===== config.mk =====
export PLATFORM = sky130hd
export DESIGN_NAME = mips_multicycle_core
export DESIGN_NICKNAME = d
export VERILOG_FILES = /design/src/rtl/mips_multicycle_core.sv
export SDC_FILE = /design/constraint.sdc
export NUM_CORES = 2
export LEC_CHECK = 0
export CAP_MARGIN = 25
export CORE_ASPECT_RATIO = 2
export CORE_UTILIZATION = 59
export CTS_BUF_LIST = sky130_fd_sc_hd__clkbuf_8
export DETAILED_ROUTE_END_ITERATION = 6
export GPL_ROUTABILITY_DRIVEN = 0
export PLACE_DENSITY_LB_ADDON = 0.2
export SYNTH_ARGS = -nofsm -noshare
export SYNTH_HDL_FRONTEND = slang
export SYNTH_SLANG_ARGS = --single-unit

===== constraint.sdc =====
create_clock -name clk -period 3.7 [get_ports clk]
set_input_delay 0.74 -clock clk [delete_from_list [all_inputs] [get_ports clk]]
set_output_delay 0.74 -clock clk [all_outputs]
set_load 0.02 [all_outputs]

===== src/rtl/mips_multicycle_core.sv =====
// Multi-cycle MIPS-subset execution core: IDLE -> DECODE -> EXEC -> WB, one
// instruction per four cycles, with register file, ALU and branch/jump PC logic.
//
// state  | meaning
// IDLE   | waiting for instr_valid; instr_ready high
// DECODE | operand read from register file, immediates built
// EXEC   | ALU result, write target and next PC computed
// WB     | register write, pc/data_out/data_valid/illegal committed
module mips_multicycle_core #(
    parameter int               DATA_W   = 32,
    parameter int               NUM_REGS = 32,
    parameter int               PC_W     = 32,
    parameter logic [PC_W-1:0]  RESET_PC = '0
) (
    input  logic              clk,
    input  logic              rst,
    input  logic [31:0]       instr,
    input  logic              instr_valid,
    output logic              instr_ready,
    output logic [PC_W-1:0]   pc,
    output logic [DATA_W-1:0] data_out,
    output logic              data_valid,
    output logic              illegal,
    input  logic [4:0]        dbg_addr,
    output logic [DATA_W-1:0] dbg_data
);

    localparam int RIDX_W = $clog2(NUM_REGS);
    // Bits of pc+4 that a J keeps; empty when the PC is 28 bits or narrower.
    localparam logic [PC_W-1:0] J_HI_MASK = ~PC_W'(28'hFFF_FFFF);

    typedef enum logic [1:0] {S_IDLE, S_DECODE, S_EXEC, S_WB} state_t;

    state_t              state_q, state_d;
    logic [31:0]         ir_q, ir_d;
    logic [DATA_W-1:0]   a_q, a_d, b_q, b_d, sext_q, sext_d, zext_q, zext_d;
    logic [DATA_W-1:0]   res_q, res_d;
    logic                we_q, we_d, ill_q, ill_d;
    logic [RIDX_W-1:0]   widx_q, widx_d;
    logic [PC_W-1:0]     npc_q, npc_d, pc_q, pc_d;
    logic [DATA_W-1:0]   data_out_q, data_out_d;
    logic                data_valid_q, data_valid_d, illegal_q, illegal_d;
    logic [DATA_W-1:0]   regs_q [NUM_REGS];
    logic [DATA_W-1:0]   regs_d [NUM_REGS];

    logic [5:0]          opcode, funct;
    logic [15:0]         imm;
    logic [RIDX_W-1:0]   rs_idx, rt_idx, rd_idx;
    logic [PC_W-1:0]     pc_plus4, br_off, j_pc;

    assign opcode = ir_q[31:26];
    assign funct  = ir_q[5:0];
    assign imm    = ir_q[15:0];
    assign rs_idx = ir_q[21 +: RIDX_W];
    assign rt_idx = ir_q[16 +: RIDX_W];
    assign rd_idx = ir_q[11 +: RIDX_W];

    assign pc_plus4 = pc_q + PC_W'(4);
    assign br_off   = PC_W'($signed(imm)) << 2;
    assign j_pc     = (pc_plus4 & J_HI_MASK) | PC_W'({ir_q[25:0], 2'b00});

    // FSM next state, datapath staging and writeback commit.
    always_comb begin
        state_d      = state_q;
        ir_d         = ir_q;
        a_d          = a_q;
        b_d          = b_q;
        sext_d       = sext_q;
        zext_d       = zext_q;
        res_d        = res_q;
        we_d         = we_q;
        ill_d        = ill_q;
        widx_d       = widx_q;
        npc_d        = npc_q;
        pc_d         = pc_q;
        data_out_d   = data_out_q;
        data_valid_d = 1'b0;
        illegal_d    = 1'b0;
        regs_d       = regs_q;
        case (state_q)
            S_IDLE: begin
                if (instr_valid) begin
                    ir_d    = instr;
                    state_d = S_DECODE;
                end
            end
            S_DECODE: begin
                a_d     = regs_q[rs_idx];
                b_d     = regs_q[rt_idx];
                sext_d  = DATA_W'($signed(imm));
                zext_d  = DATA_W'(imm);
                state_d = S_EXEC;
            end
            S_EXEC: begin
                res_d   = '0;
                we_d    = 1'b0;
                ill_d   = 1'b0;
                widx_d  = rt_idx;
                npc_d   = pc_plus4;
                state_d = S_WB;
                case (opcode)
                    6'h00: begin
                        widx_d = rd_idx;
                        we_d   = 1'b1;
                        case (funct)
                            6'h20: res_d = a_q + b_q;
                            6'h22: res_d = a_q - b_q;
                            6'h24: res_d = a_q & b_q;
                            6'h25: res_d = a_q | b_q;
                            6'h2A: res_d = DATA_W'($signed(a_q) < $signed(b_q));
                            default: begin
                                we_d  = 1'b0;
                                ill_d = 1'b1;
                            end
                        endcase
                    end
                    6'h08: begin res_d = a_q + sext_q; we_d = 1'b1; end
                    6'h0D: begin res_d = a_q | zext_q; we_d = 1'b1; end
                    6'h0F: begin res_d = sext_q << 16; we_d = 1'b1; end
                    6'h04: begin
                        if (a_q == b_q) begin
                            res_d = DATA_W'(1);
                            npc_d = pc_plus4 + br_off;
                        end
                    end
                    6'h02: begin
                        npc_d = j_pc;
                        res_d = DATA_W'(j_pc);
                    end
                    default: ill_d = 1'b1;
                endcase
            end
            S_WB: begin
                if (we_q && widx_q != '0) regs_d[widx_q] = res_q;
                if (!ill_q) data_out_d = res_q;
                pc_d         = npc_q;
                data_valid_d = 1'b1;
                illegal_d    = ill_q;
                state_d      = S_IDLE;
            end
            default: state_d = S_IDLE;
        endcase
    end

    // State and datapath registers; reset aborts any in-flight instruction.
    always_ff @(posedge clk or negedge rst) begin
        if (!rst) begin
            state_q      <= S_IDLE;
            ir_q         <= '0;
            a_q          <= '0;
            b_q          <= '0;
            sext_q       <= '0;
            zext_q       <= '0;
            res_q        <= '0;
            we_q         <= 1'b0;
            ill_q        <= 1'b0;
            widx_q       <= '0;
            npc_q        <= RESET_PC;
            pc_q         <= RESET_PC;
            data_out_q   <= '0;
            data_valid_q <= 1'b0;
            illegal_q    <= 1'b0;
            for (int i = 0; i < NUM_REGS; i++) regs_q[i] <= '0;
        end else begin
            state_q      <= state_d;
            ir_q         <= ir_d;
            a_q          <= a_d;
            b_q          <= b_d;
            sext_q       <= sext_d;
            zext_q       <= zext_d;
            res_q        <= res_d;
            we_q         <= we_d;
            ill_q        <= ill_d;
            widx_q       <= widx_d;
            npc_q        <= npc_d;
            pc_q         <= pc_d;
            data_out_q   <= data_out_d;
            data_valid_q <= data_valid_d;
            illegal_q    <= illegal_d;
            regs_q       <= regs_d;
        end
    end

    assign instr_ready = (state_q == S_IDLE);
    assign pc          = pc_q;
    assign data_out    = data_out_q;
    assign data_valid  = data_valid_q;
    assign illegal     = illegal_q;
    assign dbg_data    = regs_q[dbg_addr[RIDX_W-1:0]];

endmodule


==> impl_metrics.tcl <==
set metrics [dict create \
    cts_made_buffers 191 \
    end_kind "flop" \
    synth_area_leader_cell "dfrtp_1" \
    fmax_ghz 0.265 \
    dieArea_mm2 0.137 \
    status "finished, violations left" \
    syn_area_per_cell_um2 14.0 \
    routed-via-count 58317 \
    p_leak_nw 41.1 \
    arrival_ns 4.49 \
    remaining_drc_errors 7 \
    yosysSeqAreaShare_pct 39.9 \
    post-route-period-util_pct 102 \
    pre_cts_ws_ns -0.386 \
    synth_edf_count 0 \
    synth_cell_types 78 \
    clock_skew_ns 0.0822 \
    ys_ff_latch 1275 \
    grt_pass1_wl_um 400000 \
    antenna_found_initial 12 \
    syn_area_mm2 0.0800 \
    rows 190 \
    setup-tns-final_ns -0.148 \
    ant_nets 0 \
    required_ns 4.42 \
    nets 6292 \
    synthArstFlopShare_pct 100 \
    finish.instance_area_mm2 0.0920 \
    syn_inst 5728 \
    grt_max_degree 121 \
    vias_per_cell 7.35 \
    drv_cap 0 \
    crit_type "reg -> reg" \
    violations "DRC, setup timing" \
    clock_path_buffers 4 \
    final_common_cell "dfrtp_1" \
    yosysWarnings 0 \
    fp.dieW_um 262 \
    worst-path-max-fanout 4 \
    crit_chain "ha_4, fa_2, a211oi_2, buf_4, o211ai_1, a31oi_1, buf_4, o21ai_4, buf_6, a21o_1, a21oi_2, xnor2_1, a222oi_1, buf_4, o221ai_2" \
    dpl.hpwl_um 180000 \
    grt_use_total_pct 40.3 \
    fillers 9280 \
    cp_common_cell "buf_4" \
    drive_gt1_share_pct 49.9 \
    htree_levels 4 \
    io_buffers 138 \
    placed_cells 7554 \
    power_density_mw_per_mm2 688 \
    grt_overflow 0 \
    min_path_type "in -> async" \
    synthFlopType "dfrtp_1" \
    root_buffer "clkbuf_8" \
    ys_top_cells_by_area "dfrtp_1, mux4_2, mux2_2, ha_1, clkbuf_1" \
    drt_iter0_drc 5978 \
    worst_slack_ns -0.0742 \
    slowest_stage "a222oi_1" \
    instances_no_fill 7935 \
    slew_viol_final 0 \
    ir_drop_mv 0.525 \
    synth_top_area_share_pct 39.9 \
    cts.sinks 1275 \
    setup_violations 2 \
    p_total_w 0.0633 \
    clk_pin_slew_ns 0.06 \
    coreArea_mm2 0.134 \
    area_growth_pct 15.0 \
    wl_per_cell_um 34.3 \
    routed_wirelength_um 272000 \
    rsz0062_at_grt "true" \
    die_height_um 523 \
    final-hold-violation-count 0 \
    tightest_slew_ns 1.13 \
    startpoint_type "flop" \
    min_period_ns 3.77 \
    place_area_mm2 0.0869 \
    initial_core_util_pct 59.5 \
    relSlewSlack_pct 24.5 \
    firstDrtPassIters 7 \
    cts_tree "done" \
    most-common-layout-cells "dfrtp_1, mux2_2, mux4_2" \
    max_stage_delay_ns 0.69 \
    syn-num-nets 5960 \
    grt_pass1_vias 60855 \
    num_io_pins 139 \
    clkLatencyLatePin_ns 0.95 \
]
per-stage QoR:
stage / hold slack (ns) / util [%]
after global placement: 0.393 / 64.5
after detailed placement: 0.402 / 64.7
after floorplan: 0.444 / -
after global routing: 0.411 / 68.5
final: 0.353 / 68.5
after CTS: 0.368 / 67.8
report_power, final:
| part | internal [W] | switching (W) |
|---|---|---|
| clock | 0.00628 | 0.00582 |
| sequential | 0.0157 | 0.00299 |
| combinational | 0.0144 | 0.0181 |
what timing repair did:
action / CTS / global route
setup buffers: 2 / 27
hold buffers: 1 / 0
pin swaps: 5 / 59
endpoints found under the setup margin: 42 / 35
gates cloned: 2 / 2
gates resized for setup: 124 / 96
hold endpoints to repair: 62 / 0
worst max-delay path, delay by kind of cell, from the launching register on:
| family | cells | cell delay, ns |
|---|---|---|
| adder cells (fa/ha/maj) | 2 | 0.57 |
| flip-flops | 1 | 0.45 |
| buffers and inverters | 4 | 0.69 |
| AO/OA/AOI/OAI | 8 | 1.80 |
| XOR/XNOR | 1 | 0.09 |
logic make-up (layout without fill, tap and decap cells):
family	Yosys count	count (layout)	synth area share, %
and+or+nand+nor	637	637	3.62
other	0	7	0
DFF	1275	1275	39.9
xor gates and xnor gates	104	104	1.14
buffers and inverters	699	1171	3.29
adders and majority gates	192	192	3.04
AOI/OAI and AO/OA	670	670	5.32
muxes	2151	2151	43.7
registers in the layout, summed over array words and instances, names as in the netlist:
signal / flops
a_q: 32
b_q: 32
data_out: 32
data_valid: 1
ill_q: 1
illegal: 1
ir_q: 32
npc_q: 32
pc: 32
regs_q: 1024
res_q: 32
sext_q: 16
state_q: 2
we_q: 1
widx_q: 5
path summary, 6_finish.rpt:
path,startpoint,end,slack [ns],cells past startpoint
max in group asynchronous,rst,regs_q[275]$_DFFE_PN0P_,1.98,3
min reg2reg,regs_q[1015]$_DFFE_PN0P_,regs_q[1015]$_DFFE_PN0P_,0.42,0
max,a_q[0]$_DFFE_PN0N_,res_q[16]$_DFFE_PN0P_,-0.07,15
min in group clk,regs_q[1015]$_DFFE_PN0P_,regs_q[1015]$_DFFE_PN0P_,0.42,0
max reg2reg,a_q[0]$_DFFE_PN0N_,res_q[16]$_DFFE_PN0P_,-0.07,15
min,rst,pc[0]$_DFFE_PN0P_,0.35,2
layout make-up:
cell class              instances  area [µm²]  share of cell area [%]
diodes                          7        17.5                  0.0190
clock buffers                 235        3230                    3.52
clock inverters                98         634                   0.690
inverters                     134         503                   0.547
multi-input cells            3754       46300                    50.4
flip-flops and latches       1275       32000                    34.7
well taps                    1728        2160                    2.35
repair buffers                704        7150                    7.78
routing by layer:
layer  wire length [µm]  track usage (%)
met5                 80                0
met4              28100             35.2
met3              24900             9.28
met2             132000             65.3
met1              87400             45.0
synthesized netlist by cell type (5+ instances only):
cell and number:
nand2_1 200, a31oi_1 33, xnor2_1 70, a211oi_1 14, a22oi_1 13, nand3_1 35, and2_1 12, or3_1 6
mux2i_1 85, o31ai_1 15, or2_2 6, mux2_2 1106, a21oi_1 229, a221o_1 10, o21bai_1 13, and3_1 20
a221oi_1 22, o2bb2ai_1 14, a21o_1 43, xor2_1 34, nor4_1 10, a41oi_1 13, o21ai_0 134, o21a_1 9
o221ai_1 18, o211ai_1 22, o22ai_1 21, nor3_1 36, nand4_1 14, nor2b_1 21, inv_1 133, nand2b_1 21
o2111ai_1 5, nor3b_1 8, dfrtp_1 1275, nand3b_1 7, buf_1 117, ha_1 188, mux4_2 960, nor2_1 225
clkbuf_1 444
No activity file was read; power rests on OpenSTA's default activity.
